--- config.mk ---
export PLATFORM = sky130hd
export DESIGN_NAME = motor_accel_pwm_flat
export DESIGN_NICKNAME = d
export VERILOG_FILES = /design/src/rtl/motor_accel_pwm_if.sv /design/src/rtl/motor_accel_pwm.sv /design/src/flat_wrapper.sv
export SDC_FILE = /design/constraint.sdc
export NUM_CORES = 1
export LEC_CHECK = 0
export CORE_ASPECT_RATIO = 1.4
export CORE_MARGIN = 5
export CORE_UTILIZATION = 30
export DETAILED_ROUTE_END_ITERATION = 16
export PLACE_DENSITY = 0.52
export SYNTH_ARGS = -nofsm -noshare
export SYNTH_HDL_FRONTEND = slang
export SYNTH_SLANG_ARGS = --single-unit
--- constraint.sdc ---
create_clock -name CLK -period 4.2 [get_ports CLK]
set_clock_uncertainty 0.15 [all_clocks]
set_input_delay 0.84 -clock CLK [delete_from_list [all_inputs] [get_ports CLK]]
set_output_delay 0.84 -clock CLK [all_outputs]
set_load 0.05 [all_outputs]
--- src/rtl/motor_accel_pwm_if.sv ---
// Control/status bundle between direction_control and one H-bridge channel.
// master drives MC; slave (motor_accel_pwm) drives the bridge and debug outputs.
interface motor_accel_pwm_if #(
   parameter int PWM_BITS = 8
);
   logic [4:0]          MC;
   logic                PWM_OUT;
   logic                DIR_OUT;
   logic                EN_OUT;
   logic [PWM_BITS-1:0] DUTY;
   logic [1:0]          STATE;

   modport master (
      output MC,
      input  PWM_OUT, DIR_OUT, EN_OUT, DUTY, STATE
   );

   modport slave (
      input  MC,
      output PWM_OUT, DIR_OUT, EN_OUT, DUTY, STATE
   );
endinterface

--- src/rtl/motor_accel_pwm.sv ---
// One H-bridge channel: rate-limited PWM duty ramp with a forced
// decel-to-zero and dead time before any direction reversal.
module motor_accel_pwm #(
   parameter int PWM_BITS   = 8,
   parameter int STEP_DIV   = 50000,
   parameter int LEVEL_STEP = 4,
   parameter int DEADTIME   = 1000
) (
   input  logic CLK,
   input  logic RST_N,
   motor_accel_pwm_if.slave bus
);

   localparam int TW = (STEP_DIV > 1) ? $clog2(STEP_DIV) : 1;
   localparam int DW = (DEADTIME > 1) ? $clog2(DEADTIME) : 1;

   localparam logic [PWM_BITS-1:0] STEP = PWM_BITS'(LEVEL_STEP);
   localparam logic [TW-1:0] TICK_LAST = TW'(STEP_DIV - 1);
   localparam logic [DW-1:0] DEAD_LOAD = DW'(DEADTIME - 1);

   typedef enum logic [1:0] {
      IDLE  = 2'b00,
      RUN   = 2'b01,
      DECEL = 2'b10,
      DEAD  = 2'b11
   } state_t;

   state_t              state;
   state_t              state_nxt;
   logic                dir;
   logic                dir_nxt;
   logic [DW-1:0]       dead_cnt;
   logic [DW-1:0]       dead_nxt;
   logic [TW-1:0]       tick_cnt;
   logic                tick;
   logic [PWM_BITS-1:0] duty;
   logic [PWM_BITS-1:0] duty_nxt;
   logic [PWM_BITS-1:0] tgt;
   logic [PWM_BITS-1:0] pwm_cnt;
   logic [PWM_BITS-1:0] act_duty;
   logic                pwm_q;
   logic                en;
   logic                req_ok;
   logic                req_dir;

   // MC[0] set means neutral (01/11); MC[1] then selects reverse.
   assign req_ok  = ~bus.MC[0];
   assign req_dir = bus.MC[1];
   assign tgt     = {bus.MC[4:2], {(PWM_BITS-3){1'b0}}};
   assign tick    = (tick_cnt == TICK_LAST);
   assign en      = (state == RUN) || (state == DECEL);

   always_ff @(posedge CLK or negedge RST_N) begin
      if (!RST_N) begin
         tick_cnt <= '0;
      end else if (tick) begin
         tick_cnt <= '0;
      end else begin
         tick_cnt <= tick_cnt + TW'(1);
      end
   end

   always_comb begin
      state_nxt = state;
      dir_nxt   = dir;
      dead_nxt  = dead_cnt;
      case (state)
         IDLE: begin
            if (req_ok) begin
               state_nxt = RUN;
               dir_nxt   = req_dir;
            end
         end
         RUN: begin
            if (!req_ok || (req_dir != dir)) begin
               state_nxt = DECEL;
            end
         end
         DECEL: begin
            if (req_ok && (req_dir == dir)) begin
               state_nxt = RUN;
            end else if (duty == '0) begin
               state_nxt = DEAD;
               dead_nxt  = DEAD_LOAD;
            end
         end
         DEAD: begin
            if (dead_cnt == '0) begin
               if (req_ok) begin
                  state_nxt = RUN;
                  dir_nxt   = req_dir;
               end else begin
                  state_nxt = IDLE;
               end
            end else begin
               dead_nxt = dead_cnt - DW'(1);
            end
         end
         default: state_nxt = IDLE;
      endcase
   end

   // Duty follows the rule of the state present on the tick cycle.
   always_comb begin
      duty_nxt = duty;
      case (state)
         RUN: begin
            if (tick) begin
               if (duty < tgt) begin
                  duty_nxt = ((tgt - duty) > STEP) ? duty + STEP : tgt;
               end else if (duty > tgt) begin
                  duty_nxt = ((duty - tgt) > STEP) ? duty - STEP : tgt;
               end
            end
         end
         DECEL: begin
            if (tick) begin
               duty_nxt = (duty > STEP) ? duty - STEP : '0;
            end
         end
         default: duty_nxt = '0;
      endcase
   end

   always_ff @(posedge CLK or negedge RST_N) begin
      if (!RST_N) begin
         state    <= IDLE;
         dir      <= 1'b0;
         dead_cnt <= '0;
         duty     <= '0;
      end else begin
         state    <= state_nxt;
         dir      <= dir_nxt;
         dead_cnt <= dead_nxt;
         duty     <= duty_nxt;
      end
   end

   // Active duty only changes at period wrap, so no runt pulses.
   always_ff @(posedge CLK or negedge RST_N) begin
      if (!RST_N) begin
         pwm_cnt  <= '0;
         act_duty <= '0;
         pwm_q    <= 1'b0;
      end else begin
         pwm_cnt <= pwm_cnt + PWM_BITS'(1);
         if (pwm_cnt == '1) begin
            act_duty <= duty;
         end
         pwm_q <= en && (pwm_cnt < act_duty);
      end
   end

   assign bus.PWM_OUT = pwm_q;
   assign bus.DIR_OUT = dir;
   assign bus.EN_OUT  = en;
   assign bus.DUTY    = duty;
   assign bus.STATE   = state;

endmodule

--- src/flat_wrapper.sv ---
// flat-port wrapper written by rule: the top's interface ports become plain ports
module motor_accel_pwm_flat 
#(
   parameter int PWM_BITS   = 8,
   parameter int STEP_DIV   = 50000,
   parameter int LEVEL_STEP = 4,
   parameter int DEADTIME   = 1000
)
  (CLK, RST_N, bus_MC, bus_PWM_OUT, bus_DIR_OUT, bus_EN_OUT, bus_DUTY, bus_STATE);
  motor_accel_pwm_if #(.PWM_BITS(PWM_BITS)) bus_i ();
  input  logic CLK;
  input  logic RST_N;
  input wire logic [$bits(bus_i.MC)-1:0] bus_MC;
  output wire logic [$bits(bus_i.PWM_OUT)-1:0] bus_PWM_OUT;
  output wire logic [$bits(bus_i.DIR_OUT)-1:0] bus_DIR_OUT;
  output wire logic [$bits(bus_i.EN_OUT)-1:0] bus_EN_OUT;
  output wire logic [$bits(bus_i.DUTY)-1:0] bus_DUTY;
  output wire logic [$bits(bus_i.STATE)-1:0] bus_STATE;
  assign bus_i.MC = bus_MC;
  assign bus_PWM_OUT = bus_i.PWM_OUT;
  assign bus_DIR_OUT = bus_i.DIR_OUT;
  assign bus_EN_OUT = bus_i.EN_OUT;
  assign bus_DUTY = bus_i.DUTY;
  assign bus_STATE = bus_i.STATE;
  motor_accel_pwm #(.PWM_BITS(PWM_BITS), .STEP_DIV(STEP_DIV), .LEVEL_STEP(LEVEL_STEP), .DEADTIME(DEADTIME)) u_core (.CLK(CLK), .RST_N(RST_N), .bus(bus_i));
endmodule
# Word-level counts from Yosys, hierarchy flattened
# Cells that the tools add are included.
[totals]
ff_bits = 54
inputBits = 7
out_inout_bits = 13
wordCells = 75
[classes]
bitwise = 1
n_eq_ne = 17
n_lt_le_gt_ge = 6
add_sub_neg = 7
muxes = 23
reduce_logical = 13
[ops]
columns = ["operator", "n"]
rows = [
  ["$mux 8", 7],
  ["$mux 10", 3],
  ["$gt 8x3->1 const B", 3],
  ["$pmux 10 s2", 1],
  ["$add 16x1->16 const B", 1],
  ["$eq 16x16->1 const B", 1],
  ["$lt 8x8->1", 2],
  ["$mux 16", 1],
  ["$pmux 8 s2", 1],
  ["$sub 8x8->8", 2],
  ["$logic_not 10->1", 1],
  ["$mux 2", 5],
  ["$ne 2x2->1 const B", 5],
  ["$sub 10x1->10 const B", 1],
  ["$add 8x1->8 const B", 1],
  ["$add 8x3->8 const B", 1],
  ["$eq 8x8->1 const B", 1],
  ["$gt 8x8->1", 1],
  ["$logic_not 8->1", 1],
  ["$pmux 2 s4", 1],
  ["$reduce_and 4->1", 2],
  ["$sub 8x3->8 const B", 1],
  ["$ne 2x1->1 const B", 3],
  ["$ne 3x3->1 const B", 2],
  ["13 further kinds", 19],
]

# Depth between registers and ports, before layout
[depth]
depth_word = 7
ltp_mapped = 10
ltp_nobuf = 9

# Worst setup path before layout
# OpenSTA, ideal clock, no wires.
[synth_path]
kind = "reg2reg"
startpoint = "register u_core.duty[5] (netlist: u_core.bus.DUTY[5])"
endpoint = "register u_core.duty[7] (netlist: u_core.bus.DUTY[7])"
period_less_slack_ps = 3037
path_stages_with_launch = 11
n_path_buf = 1
arrival_ps = 2760
setup_time_ps = 126
setup_slack_ps = 1163
required_time_ps = 3924
path_cell_list = "dfrtp_1 clkbuf_1 inv_1 ha_1 fa_1 nand2_1 nor3_1 o32ai_1 a32oi_1 o41ai_1 a311o_1"
[synth_between]
elab_chain_cells = 7
elab_cells_between_ends = 19
cone_classes = "4 x add/sub; 5 x order compare; 1 x eq/ne; 8 x mux; 1 x reduce/logical"
[synth_rtl]
columns = ["item", "line_no", "rtl"]
rows = [
  ["start: declaration", "motor_accel_pwm.sv:36", "logic [PWM_BITS-1:0] duty;"],
  ["start signal: assignment", "motor_accel_pwm.sv:135", "duty <= duty_nxt;"],
  ["$sub 8x8->8", "motor_accel_pwm.sv:112", "duty_nxt = ((duty - tgt) > STEP) ? duty - STEP : tgt;"],
  ["$gt 8x3->1", "motor_accel_pwm.sv:112", ""],
  ["$mux 8", "motor_accel_pwm.sv:112", ""],
  ["$mux 8", "motor_accel_pwm.sv:111", "end else if (duty > tgt) begin"],
  ["$mux 8", "motor_accel_pwm.sv:109", "if (duty < tgt) begin"],
  ["$mux 8", "motor_accel_pwm.sv:108", "if (tick) begin"],
  ["$pmux 8 s2", "motor_accel_pwm.sv:106", "case (state)"],
]
# Parallel ways exist; a longest one is shown, timed or not. The select of a mux whose other input is x is not followed.
# A chain may end at the register's enable or synchronous reset.

# Worst setup path in the final report
[layout_path]
startpoint = "input port bus_MC[2]"
endpoint = "register u_core.duty[7] (netlist: u_core.bus.DUTY[7])"
[layout_between]
elab_chain_cells = 7
elab_cells_between_ends = 14
cone_classes = "2 x add/sub; 4 x order compare; 1 x eq/ne; 6 x mux; 1 x reduce/logical"
[layout_rtl]
columns = ["item", "line_no", "rtl"]
rows = [
  ["start: declaration", "flat_wrapper.sv:13", "input wire logic [$bits(bus_i.MC)-1:0] bus_MC;"],
  ["$sub 8x8->8", "motor_accel_pwm.sv:112", ""],
  ["$gt 8x3->1", "motor_accel_pwm.sv:112", ""],
  ["$mux 8", "motor_accel_pwm.sv:112", ""],
  ["$mux 8", "motor_accel_pwm.sv:111", ""],
  ["$mux 8", "motor_accel_pwm.sv:109", ""],
  ["$mux 8", "motor_accel_pwm.sv:108", ""],
  ["$pmux 8 s2", "motor_accel_pwm.sv:106", ""],
]
# Parallel ways exist; a longest one is shown, timed or not. The select of a mux whose other input is x is not followed.

==> out/metrics.json <==
{
  "dp.cells": {"value": 481},
  "max_slew_margin": {"value": 60.6, "unit": "%"},
  "cts_max_level": {"value": 2},
  "post-route-min-period": {"value": 3.23, "unit": "ns"},
  "critical-path-max-stage-delay": {"value": 0.49, "unit": "ns"},
  "ios": {"value": 20},
  "register_area": {"value": 1250, "unit": "sq um"},
  "place.gp.congestion": {"value": 0.835},
  "antenna_found_initial": {"value": 0},
  "grt_overflow": {"value": 0},
  "vias": {"value": 2429},
  "max_clock_freq": {"value": 310, "unit": "MHz"},
  "rows": {"value": 44},
  "cts_buffers": {"value": 5},
  "seq_area_frac_synth": {"value": 39.5, "unit": "%"},
  "number_of_buffers_on_the_longest_clock_path": {"value": 2},
  "final_worst_path_cycle_share": {"value": 76.8, "unit": "%"},
  "synth_enable_flop_cells": {"value": 0},
  "final.fill_count": {"value": 1098},
  "dr_wl_met2": {"value": 3.33, "unit": "mm"},
  "wire_length_of_the_first_global_routing_pass": {"value": 12.0, "unit": "mm"},
  "rsz0062_at_grt": {"value": "no"},
  "grt_max_degree": {"value": 33},
  "netlist_top_cells_area": {"value": "dfrtp_1 39%, ha_1 9.5%, xnor2_1 4.4%"},
  "final-max-slew-violation-count": {"value": 0},
  "final-setup-viol-count": {"value": 0},
  "final_antenna_net_count": {"value": 0},
  "total_power": {"value": 0.00210, "unit": "W"},
  "cts_root_buffer": {"value": "clkbuf_16"},
  "die_h": {"value": 132, "unit": "um"},
  "drt_iter0_drc": {"value": 138},
  "drt_pre_antenna_iters": {"value": 4},
  "maximum_fanout_along_the_worst_path": {"value": 4},
  "netlist_area": {"value": 3170, "unit": "sq um"},
  "post-route-drc-count": {"value": 0},
  "crit_path_top_delay_cell": {"value": "fa_1"},
  "met1_length": {"value": 2.99, "unit": "mm"},
  "irDropWorstVdd": {"value": 0.000249, "unit": "V"},
  "area_growth": {"value": 13.5, "unit": "%"},
  "nets": {"value": 382},
  "synth.ff_latch_count": {"value": 50},
  "grt_pass1_vias": {"value": 2506},
  "cts_tree": {"value": "done"},
  "worst-endpoint-arrival": {"value": 3.24, "unit": "ns"},
  "timing_hold_violations_final": {"value": 0},
  "synth_area_leader_cell": {"value": "dfrtp_1"},
  "timing.critical_path.max_delay_family": {"value": "compound AO/OA/AOI/OAI gates"},
  "post_cts_hold_fix_bufs": {"value": 0},
  "cts_setup_buffers": {"value": 0},
  "min-delay-path-class": {"value": "reg2reg"},
  "wl": {"value": 6.58, "unit": "mm"},
  "outcome": {"value": "completed"},
  "syn_avg_cell_area": {"value": 9.46, "unit": "sq um"},
  "synth_top_flop_cell": {"value": "dfrtp_1"},
  "setup.worst_path.class": {"value": "in2reg"},
  "routed_wire_length_per_instance": {"value": 13.5, "unit": "um"},
  "yosysWarnings": {"value": 0},
  "cp.buffers_inverters": {"value": 1},
  "top_layer_used": {"value": "met4"},
  "globalRouteTotalUtil": {"value": 10.9, "unit": "%"},
  "max_slew.worst_pin.slew": {"value": 0.592, "unit": "ns"},
  "final_cell_count_no_fill": {"value": 488},
  "critical_path.endpoint_type": {"value": "flop"},
  "clock_insertion_delay_at_the_later_pin_of_the_skew_report": {"value": 0.29, "unit": "ns"},
  "die-width": {"value": 96.9, "unit": "um"},
  "cellPowerDensity": {"value": 584, "unit": "nW/um^2"},
  "ys_types": {"value": 68},
  "die-area": {"value": 12700, "unit": "sq um"},
  "clock_pin_slew_of_the_registers_on_the_worst_case_setup_and_hold_paths": {"value": 0.07, "unit": "ns"},
  "syn-instance-count": {"value": 335},
  "tritoncts_sinks": {"value": 50},
  "worst_ep_required_time": {"value": 4.22, "unit": "ns"},
  "core_area": {"value": 10300, "unit": "sq um"},
  "maxCapViolations": {"value": 0},
  "route.detailed.vias_per_inst": {"value": 4.98},
  "cts_resized": {"value": 0},
  "insertedDiodeCount": {"value": 0},
  "synthArstFlopShare": {"value": 100, "unit": "%"},
  "timing.critical_path.cells": {"value": "clkdlybuf4s50_1, ha_1, fa_1, nand2_1, nor3_1, o32ai_1, a32oi_1, o41ai_1, a311o_1"},
  "start_kind": {"value": "primary input"},
  "portBuffers": {"value": 17},
  "initial_core_util": {"value": 30.6, "unit": "%"},
  "met3_wl": {"value": 142, "unit": "um"},
  "place_hpwl": {"value": 4.85, "unit": "mm"},
  "synth_top_area_share": {"value": 39.5, "unit": "%"},
  "layout-drive-gt1-share": {"value": 6.86, "unit": "%"},
  "leakagePower": {"value": 1.48, "unit": "nW"},
  "multi_input_area": {"value": 1760, "unit": "sq um"},
  "setup_tns": {"value": 0, "unit": "ns"}
}
## power by group
group | internal, W | leakage, nW | total [W] | switching (W)
Sequential | 0.000535 | 0.622 | 0.000636 | 0.000101
Combinational | 0.000390 | 0.791 | 0.00107 | 0.000676
Clock | 0.000219 | 0.0701 | 0.000398 | 0.000179
## synthesized netlist by cell type, drive strengths merged, types with 5 or more instances
master	instances
a21oi	16
ha	24
o21ai	21
clkbuf	5
xnor2	16
buf	7
xor2	8
dfrtp	50
nand2	23
inv	25
nand3	19
and3	5
nor2	27
nor3	14
## registers in the layout (all words and copies together), names as in the netlist
| signal | flops |
|---|---|
| u_core.bus.STATE | 2 |
| u_core.bus.DUTY | 6 |
| u_core.dead_cnt | 10 |
| u_core.tick_cnt | 16 |
| u_core.bus.DIR_OUT | 1 |
| u_core.pwm_cnt | 8 |
| u_core.act_duty | 6 |
| u_core.bus.PWM_OUT | 1 |
## stage by stage
step           hold slack (ns)  setup WS, ns  area (sq um)  utilization [%]
2_1_floorplan            0.294          1.16          3170                -
3_3_place_gp             0.322         0.735          3460             33.4
3_5_place_dp             0.326         0.715          3460             33.4
4_1_cts                  0.335          1.00          3600             34.8
5_1_grt                  0.365         0.841          3600             34.8
6_report                 0.332         0.973          3600             34.8
## cell families after synthesis
family | share of synthesized area, %
compound gates | 16.4
xor+xnor | 6.63
fa+ha+maj | 10.1
buf+inv | 5.09
flops | 39.5
mux | 0.987
other cells | 0.118
simple gates | 21.2
## placed cells by master (no fill, tap or decap), types with 3 or more instances in the layout
| cell | synthesis | layout |
|---|---|---|
| a21boi_0 | 3 | 3 |
| a21oi_1 | 15 | 15 |
| a32oi_1 | 3 | 3 |
| and3_1 | 5 | 5 |
| clkbuf_16 | 0 | 5 |
| clkdlybuf4s50_1 | 0 | 16 |
| dfrtp_1 | 50 | 50 |
| ha_1 | 24 | 24 |
| inv_1 | 25 | 25 |
| nand2_1 | 23 | 23 |
| nand3_1 | 19 | 19 |
| nand4_1 | 3 | 3 |
| nor2_1 | 27 | 27 |
| nor3_1 | 14 | 14 |
| nor3b_1 | 4 | 4 |
| o21a_1 | 4 | 4 |
| o21ai_0 | 20 | 20 |
| or3_1 | 3 | 3 |
| xnor2_1 | 16 | 16 |
| xor2_1 | 8 | 8 |
## metal layers
metal  track usage (%)  vias to the layer above
met5                 0                        -
met4              3.28                        0
met3              2.01                       12
met2              19.0                       38
met1              13.7                     1168
li1                  -                     1211
## worst paths after layout
| path | startpoint | end | slack, ns | depth (start not counted) |
|---|---|---|---|---|
| setup reg to reg | u_core.bus.DUTY[5] | u_core.bus.DUTY[7] | 1.26 | 9 |
| min in group asynchronous | RST_N | u_core.tick_cnt[10] | 0.34 | 1 |
| hold reg to reg | u_core.tick_cnt[0] | u_core.tick_cnt[0] | 0.33 | 1 |
| hold / removal | u_core.tick_cnt[0] | u_core.tick_cnt[0] | 0.33 | 1 |
| setup / recovery | bus_MC[2] | u_core.bus.DUTY[7] | 0.97 | 9 |
| max in group asynchronous | RST_N | u_core.act_duty[2] | 2.75 | 2 |
## cell type report
cell class | instances | share of cell area [%]
multi-input cells | 249 | 48.9
flip-flops and latches | 50 | 34.8
repair buffers | 19 | 5.01
well taps | 138 | 4.80
clock buffers | 5 | 3.48
inverters | 25 | 2.61
clock inverters | 2 | 0.383
Power figures use the tool's default switching activity.
